[src/rtl/sbus_pkg.sv]
// Shared S-bus widths, acceptance-state encoding and the buffered write entry type.
// Pure declarations; no timing or flow-control behaviour of its own.
package sbus_pkg;
  localparam int SBUS_AW = 48;
  localparam int SBUS_DW = 176;

  typedef enum logic {
    AIDLE = 1'b0,
    ACK   = 1'b1
  } sbus_astate_e;

  typedef struct packed {
    logic [SBUS_AW-1:0] addr;
    logic [SBUS_DW-1:0] data;
  } sbus_wentry_t;
endpackage

[src/rtl/sbus_wfifo.sv]
// Synchronous FIFO of S-bus write entries; a push becomes the visible head one cycle later.
// Backpressure: a push while full is taken only when a pop happens in the same cycle.
module sbus_wfifo
  import sbus_pkg::*;
#(
  parameter int DEPTH = 4
) (
  input  logic                   i_clk,
  input  logic                   i_rst_n,
  input  logic                   i_push,
  input  sbus_wentry_t           i_dat,
  input  logic                   i_pop,
  output sbus_wentry_t           o_dat,
  output logic                   o_full,
  output logic                   o_empty,
  output logic [$clog2(DEPTH):0] o_count
);
  localparam int PW = $clog2(DEPTH);

  sbus_wentry_t  r_mem [DEPTH];
  logic [PW-1:0] r_rd_ptr;
  logic [PW-1:0] r_wr_ptr;
  logic [PW:0]   r_count;
  logic          w_do_push;
  logic          w_do_pop;

  assign o_empty   = (r_count == '0);
  assign o_full    = (r_count == (PW+1)'(DEPTH));
  assign o_count   = r_count;
  assign o_dat     = r_mem[r_rd_ptr];
  assign w_do_pop  = i_pop && !o_empty;
  assign w_do_push = i_push && (!o_full || w_do_pop);

  // Storage needs no reset: the head is only meaningful while non-empty.
  always_ff @(posedge i_clk) begin
    if (w_do_push) begin
      r_mem[r_wr_ptr] <= i_dat;
    end
  end

  always_ff @(posedge i_clk or negedge i_rst_n) begin
    if (!i_rst_n) begin
      r_rd_ptr <= '0;
      r_wr_ptr <= '0;
      r_count  <= '0;
    end else begin
      if (w_do_push) r_wr_ptr <= r_wr_ptr + 1'b1;
      if (w_do_pop)  r_rd_ptr <= r_rd_ptr + 1'b1;
      case ({w_do_push, w_do_pop})
        2'b10:   r_count <= r_count + 1'b1;
        2'b01:   r_count <= r_count - 1'b1;
        default: r_count <= r_count;
      endcase
    end
  end
endmodule

[src/rtl/sbus_wresponder.sv]
// S-bus write target: request sampled in N is acked in N+1, entries reach storage one cycle after capture.
// Full FIFO holds the request unacked until a pop frees a slot; storage stalls hold the head stable.
module sbus_wresponder
  import sbus_pkg::*;
#(
  parameter int                 DEPTH      = 4,
  parameter logic [SBUS_AW-1:0] ADDR_BASE  = 48'h0,
  parameter logic [SBUS_AW-1:0] ADDR_LIMIT = 48'hFFFF_FFFF_FFFF
) (
  input  logic               Sclk,
  input  logic               Sreset_n,
  input  logic               Swrequest,
  input  logic [SBUS_AW-1:0] Swaddr,
  input  logic [SBUS_DW-1:0] Swdata,
  output logic               Swack,
  output logic               mem_wen,
  output logic [SBUS_AW-1:0] mem_waddr,
  output logic [SBUS_DW-1:0] mem_wdata,
  input  logic               mem_wready,
  input  logic               clr,
  output logic [15:0]        wr_cnt,
  output logic               err,
  output logic               busy
);
  sbus_astate_e           r_state;
  sbus_astate_e           w_next;
  logic [15:0]            r_wr_cnt;
  logic                   r_err;
  logic                   w_below;
  logic                   w_above;
  logic                   w_in_range;
  logic                   w_room;
  logic                   w_push;
  logic                   w_pop;
  logic                   w_drop;
  logic                   w_full;
  logic                   w_empty;
  logic [$clog2(DEPTH):0] w_fifo_count;
  sbus_wentry_t           w_in_entry;
  sbus_wentry_t           w_head;

  // Borrow bits of 49-bit subtractions give an unsigned compare with no constant-compare hazards.
  assign w_below    = 1'((({1'b0, Swaddr} - {1'b0, ADDR_BASE}) >> SBUS_AW));
  assign w_above    = 1'((({1'b0, ADDR_LIMIT} - {1'b0, Swaddr}) >> SBUS_AW));
  assign w_in_range = !w_below && !w_above;

  assign w_pop  = mem_wen && mem_wready;
  assign w_room = !w_full || w_pop;

  always_ff @(posedge Sclk or negedge Sreset_n) begin
    if (!Sreset_n) r_state <= AIDLE;
    else           r_state <= w_next;
  end

  always_comb begin
    w_next = r_state;
    case (r_state)
      AIDLE:   if (Swrequest && (!w_in_range || w_room)) w_next = ACK;
      ACK:     w_next = AIDLE;
      default: w_next = AIDLE;
    endcase
  end

  always_comb begin
    w_push = 1'b0;
    w_drop = 1'b0;
    Swack  = 1'b0;
    case (r_state)
      AIDLE: begin
        w_push = Swrequest && w_in_range && w_room;
        w_drop = Swrequest && !w_in_range;
      end
      ACK:     Swack = 1'b1;
      default: Swack = 1'b0;
    endcase
  end

  always_ff @(posedge Sclk or negedge Sreset_n) begin
    if (!Sreset_n) begin
      r_wr_cnt <= '0;
      r_err    <= 1'b0;
    end else if (clr) begin
      r_wr_cnt <= '0;
      r_err    <= 1'b0;
    end else begin
      if (r_state == ACK) r_wr_cnt <= r_wr_cnt + 16'd1;
      if (w_drop)         r_err    <= 1'b1;
    end
  end

  assign w_in_entry = '{addr: Swaddr, data: Swdata};

  sbus_wfifo #(.DEPTH(DEPTH)) u_fifo (
    .i_clk   (Sclk),
    .i_rst_n (Sreset_n),
    .i_push  (w_push),
    .i_dat   (w_in_entry),
    .i_pop   (w_pop),
    .o_dat   (w_head),
    .o_full  (w_full),
    .o_empty (w_empty),
    .o_count (w_fifo_count)
  );

  // Head is masked while empty so the storage port idles at zero.
  assign mem_wen   = !w_empty;
  assign mem_waddr = w_empty ? '0 : w_head.addr;
  assign mem_wdata = w_empty ? '0 : w_head.data;
  assign wr_cnt    = r_wr_cnt;
  assign err       = r_err;
  assign busy      = (w_fifo_count != '0) || (r_state == ACK);
endmodule

[config.mk]
export PLATFORM = sky130hd
export DESIGN_NAME = sbus_wresponder
export DESIGN_NICKNAME = d
export VERILOG_FILES = /design/src/rtl/sbus_pkg.sv /design/src/rtl/sbus_wfifo.sv /design/src/rtl/sbus_wresponder.sv
export SDC_FILE = /design/constraint.sdc
export NUM_CORES = 1
export LEC_CHECK = 0
export BUFFER_PORTS_ARGS = -buffer_cell sky130_fd_sc_hd__buf_2
export CORE_MARGIN = 5
export CORE_UTILIZATION = 61
export CTS_CLUSTER_SIZE = 28
export DETAILED_ROUTE_END_ITERATION = 6
export PLACE_DENSITY = 0.84
export SLEW_MARGIN = 40
export SYNTH_ARGS = -nofsm -noshare
export SYNTH_HDL_FRONTEND = slang
export SYNTH_HIERARCHICAL = 1
export SYNTH_SLANG_ARGS = --single-unit
[constraint.sdc]
create_clock -name Sclk -period 9.06 [get_ports Sclk]
set_input_delay 0.906 -clock Sclk [delete_from_list [all_inputs] [get_ports Sclk]]
set_output_delay 0.906 -clock Sclk [all_outputs]
set_load 0.02 [all_outputs]
* After elaboration in Yosys (flattened, before gate mapping)
Memory sizes are Yosys's and may differ from the RTL's. Cells that the tools add are included.
Word-level totals: register bits 25, RAM bits 896, output and inout bits 244, word-level logic and storage cells 50, memories 1
Cells by class: add/subtract/negate cells 6, equal/unequal tests 3, mux-type cells 14, bitwise logic cells 1, reduce and logical (&&, ||, !) cells 19
Memory list:
- u_fifo.r_mem | depth 4, width 224, rd ports 1, clocked after Yosys merged registers in 0, write ports 1, RTL line sbus_wfifo.sv:20 | sbus_wentry_t r_mem [DEPTH];
Operators by type and width (number):
- 2-to-1 mux 176 bit | 1
- subtractor 48 x 48 -> 49 bit, first input constant | 1
- 2-to-1 mux 48 bit | 1
- 2-to-1 mux 16 bit | 2
- adder 16 x 1 -> 16 bit, second input constant | 1
- 2-to-1 mux 1 bit | 8
- logical AND 1 bit | 7
- case mux 3 bit (2 select lines) | 1
- nonzero test 2 bit | 3
- adder 2 x 1 -> 2 bit, second input constant | 2
- logical OR 1 bit | 4
- adder 3 x 1 -> 3 bit, second input constant | 1
- == test 3 bit, second input constant | 1
- zero test 1 bit | 3
- zero test 3 bit | 1
- nonzero test 3 bit | 1
- subtractor 3 x 1 -> 3 bit, second input constant | 1
- == test 2 x 1 -> 1 bit, second input constant | 1
- == test 2 bit, second input constant | 1
- case mux 1 bit (2 select lines) | 1
- inverter 1 bit | 1

* Logic depth before layout (Yosys ltp)
word-level depth 9, depth in mapped cells 13, gate-level depth less buffers 12

* Cells and area by module
The synthesis kept the hierarchy.
By module, submodules not included:
- sbus_wfifo | times used 1, cells each 1208, area an instance 32750.2 um2, sequential area each 27081.0 um2
- sbus_wresponder | times used 1, cells each 337, area an instance 2438.6 um2, sequential area each 450.4 um2

* Least setup slack after synthesis
No wires, ideal clock.
path type input -> register, start input port mem_wready, end memory u_fifo/r_mem[0][0] (netlist bit), enable pin, setup time 0.490 ns, arrival 4.364 ns, data required time 8.570 ns, setup slack 4.206 ns, stages 5, path through nor2b_1 > nor2b_1 > nor3b_1 > o21a_4 > and2_2
Between the ends: word-level cells in the longest chain between the ends 7
RTL lines:
- from (decl) | RTL line sbus_wresponder.sv:19 | input logic mem_wready,
- logical AND 1 bit * | RTL line sbus_wresponder.sv:47 | assign w_pop = mem_wen && mem_wready;
- logical OR 1 bit | RTL line sbus_wresponder.sv:48 | assign w_room = !w_full || w_pop;
- logical AND 1 bit | RTL line sbus_wresponder.sv:70 | w_push = Swrequest && w_in_range && w_room;
- 2-to-1 mux 1 bit | RTL line sbus_wresponder.sv:68 | case (r_state)
- logical AND 1 bit * | RTL line sbus_wfifo.sv:32 | assign w_do_push = i_push && (!o_full || w_do_pop);
- 2-to-1 mux 1 bit * | RTL line sbus_wfifo.sv:36 | if (w_do_push) begin
- 2-to-1 mux 1 bit (implied by the code) * | RTL line sbus_wfifo.sv:37 | r_mem[r_wr_ptr] <= i_dat;
- to (decl) | RTL line sbus_wfifo.sv:20
Every way passes the cells marked *; elsewhere a longest branch is shown, timed or not.

==> summary.txt <==
Status
  • Status: complete, no violations

Routing
  • Iter 0 DRT Violations: 1323
  • Wire per inst: 26.0 um
  • Avg Vias per Cell: 5.92
  • Total Wirelength: 75900 um
  • TritonRoute pass-1 iters: 5
  • Drt drc: 0
  • Final ANT Viol Nets: 0
  • Total number of vias: 17300

Logic synthesis
  • Synth Warn #: 6
  • Ys flop type: edfxtp_1
  • Post-synthesis cell area: 0.0352 mm^2
  • Async S/R FF share, synth: 2.71%
  • Ranking of synthesized cells by area: edfxtp_1 (76%), mux4_2 (14%), nor2b_1 (4.1%)
  • Synth area leader: edfxtp_1
  • Post-synth EDFFs: 896
  • Post-synthesis cell count: 1545
  • Post-synth top area share: 76.5%
  • Syn Area/Cell: 22.8 um^2
  • Synth Register Bits: 921
  • Mapped Nets: 1781
  • Unique cell type count in the Yosys netlist: 44
  • Register area share after synthesis: 78.2%

Die
  • Ports: 473
  • Total Die Area: 0.0626 mm^2
  • Die W: 250 um
  • Placement Rows: 88
  • Die Span Y: 250 um
  • Initial core utilization: 61.2%
  • Floorplan core area: 0.0575 mm^2

Timing
  • Clock Skew: 0.0236 ns
  • Tcrit/Tclk final: 48.6%
  • Final min period: 4.40 ns
  • Setup_tns: 0 ns
  • Worst slew pin tran: 0.791 ns
  • Max Transition Viols Final: 0
  • Endpoints failing setup: 0
  • Unrepaired setup endpoints after global routing: false
  • F_max: 0.227 GHz
  • Relative slew slack: 47.3%
  • Final hold vios: 0

Finish
  • Fin nets: 2293
  • Fillers: 3248
  • Area growth, synth to finish: 17.8%
  • Area occupied by multi-input gates: 0.00715 mm^2
  • Ratio of cells with drive above 1 in the final layout: 40.7%
  • Reg area: 0.0275 mm^2

Flow run
  • Max Cap Violations: 0

Global routing
  • Top Usage Layer GRT: met2
  • GRT Util Overall: 24.0%
  • Largest net degree at the start of global routing: 104
  • Initial antenna violation count: 30
  • Vias in the first global route: 18400
  • Met1 Usage GRT: 30.0%
  • Gr ovfl total: 0
  • First-pass GRT wire length: 113000 um
  • Met3 Track Usage GR: 5.60%
  • M2 GR Usage: 40.0%

Critical path
  • Beginning of the critical path: u_fifo/r_rd_ptr[0]
  • Worst path required time: 8.15 ns
  • Critical path class: reg2out
  • Crit. End Element: primary output
  • Critical path launch point type: register
  • Crit path DAT: 3.49 ns
  • Critical R2R Launch: u_fifo/o_count[0]
  • Crit-path max FO: 59

Clocking
  • # resized after CTS: 0
  • Setup Buffers After CTS: 0
  • CTS buffer count: 90
  • Root Buffer Master: clkbuf_16
  • CTS max path bufs: 3
  • CTS tree: yes
  • CTS Hold Buffers Added: 0
  • Reg clk slew, reported paths: 0.06 ns
  • Max H-tree Level: 3
  • Clk_lat worst skew: 0.63 ns
  • Sink count of the clock tree: 921

Power
  • Power Dens Cells: 343 mW/mm^2
  • VDD IR-drop max: 0.307 mV
  • Leak: 14.3 nW
  • Pwr Total: 0.0142 W

Placed design
  • Gpl congestion: 0.791
  • Port Buffers: 472
  • Post-detail-place hpwl: 45600 um

Min path
  • Hold Crit Class: in2async
[flip-flops by register name, summed over array words and instances, names as in the netlist]
register / count
u_fifo/r_wr_ptr: 2
r_state: 1
wr_cnt: 16
u_fifo/o_count: 3
u_fifo/r_rd_ptr: 2
err: 1
u_fifo/r_mem: 896
[cells by family after synthesis]
family                   synth area share (%)
adder cells (fa/ha/maj)                 0.270
AO/OA/AOI/OAI                           0.235
flip-flops                               78.2
multiplexers                             14.5
buffers and inverters                    1.46
AND/OR/NAND/NOR                          4.89
XOR/XNOR                                0.398
[worst max-delay path, cell delays in order (launching register included)]
cell     delay (ns)
dfrtp_4        0.75
buf_12         0.30
buf_12         0.44
buf_16         0.35
mux4_2         0.58
nor2b_1        0.17
buf_2          0.20
[final cells by class]
type	instances	share of cell area, %
tap	765	2.31
clock inverter	58	1.24
antenna	22	0.133
clock buffer	108	5.75
multi-input combinational	536	17.3
inverter	10	0.0905
timing repair buffer	498	6.79
sequential	921	66.4
[synth_stat cells (all sizes together) (4+ instances only)]
cell type	number
and2	4
buf	47
clkbuf	31
dfrtp	25
edfxtp	896
ha	6
inv	10
mux4	224
nand2	5
nor2	15
nor2b	228
nor3	4
xnor2	11
xor2	5
[per-stage QoR]
step / hold slack, ns / cells / setup WS, ns / cell area, um^2 / util, %
4_1_cts: 0.261 / 2895 / 4.50 / 41400 / 72.0
5_1_grt: 0.317 / 2917 / 4.34 / 41500 / 72.1
3_5_place_dp: 0.485 / 2729 / 5.22 / 38500 / 67.0
6_report: 0.291 / 2918 / 4.66 / 41500 / 72.1
3_3_place_gp: 0.478 / 2719 / 4.96 / 38200 / 66.5
2_1_floorplan: 0.488 / 1545 / 4.21 / 35200 / -
[report_power, final]
part / total (W) / internal, W / switching, W
Sequential: 0.00562 / 0.00540 / 0.000227
Combinational: 0.00500 / 0.00200 / 0.00300
Clock: 0.00361 / 0.00208 / 0.00153
Total: 0.0142 / 0.00949 / 0.00475
[layer usage]
metal	vias to the layer above	share of wire, %
met3	194	7.2
met5	-	0.15
met2	797	52
met1	8904	36
met4	16	4.8
li1	7367	-
[cells in the final DEF, fill, tap and decap left out, types with 3 or more instances in the layout]
master,n
clkbuf_1,15
buf_6,7
edfxtp_1,896
buf_12,17
buf_2,472
inv_1,10
nor3_1,3
clkinv_8,3
xnor2_1,11
mux4_2,224
diode_2,22
a21oi_1,3
ha_1,6
clkbuf_16,93
dfrtp_1,23
bufinv_16,7
nand2_1,5
clkinv_2,15
clkinvlp_4,5
clkinv_1,23
and2_4,4
nor2_1,15
nor2b_1,228
xor2_1,5
[final timing paths]
| check | to | slack [ns] | cells past startpoint |
|---|---|---|---|
| max | mem_wdata[142] | 4.66 | 6 |
| min | u_fifo/r_wr_ptr[0] | 0.29 | 1 |
| max reg2reg | u_fifo/r_mem[0][203] | 5.47 | 9 |
| min reg2reg | err | 0.51 | 1 |
| max in group asynchronous | u_fifo/r_rd_ptr[1] | 8.31 | 1 |
| min in group Sclk | u_fifo/r_mem[1][188] | 0.48 | 1 |
No activity file was read; power rests on OpenSTA's default activity.
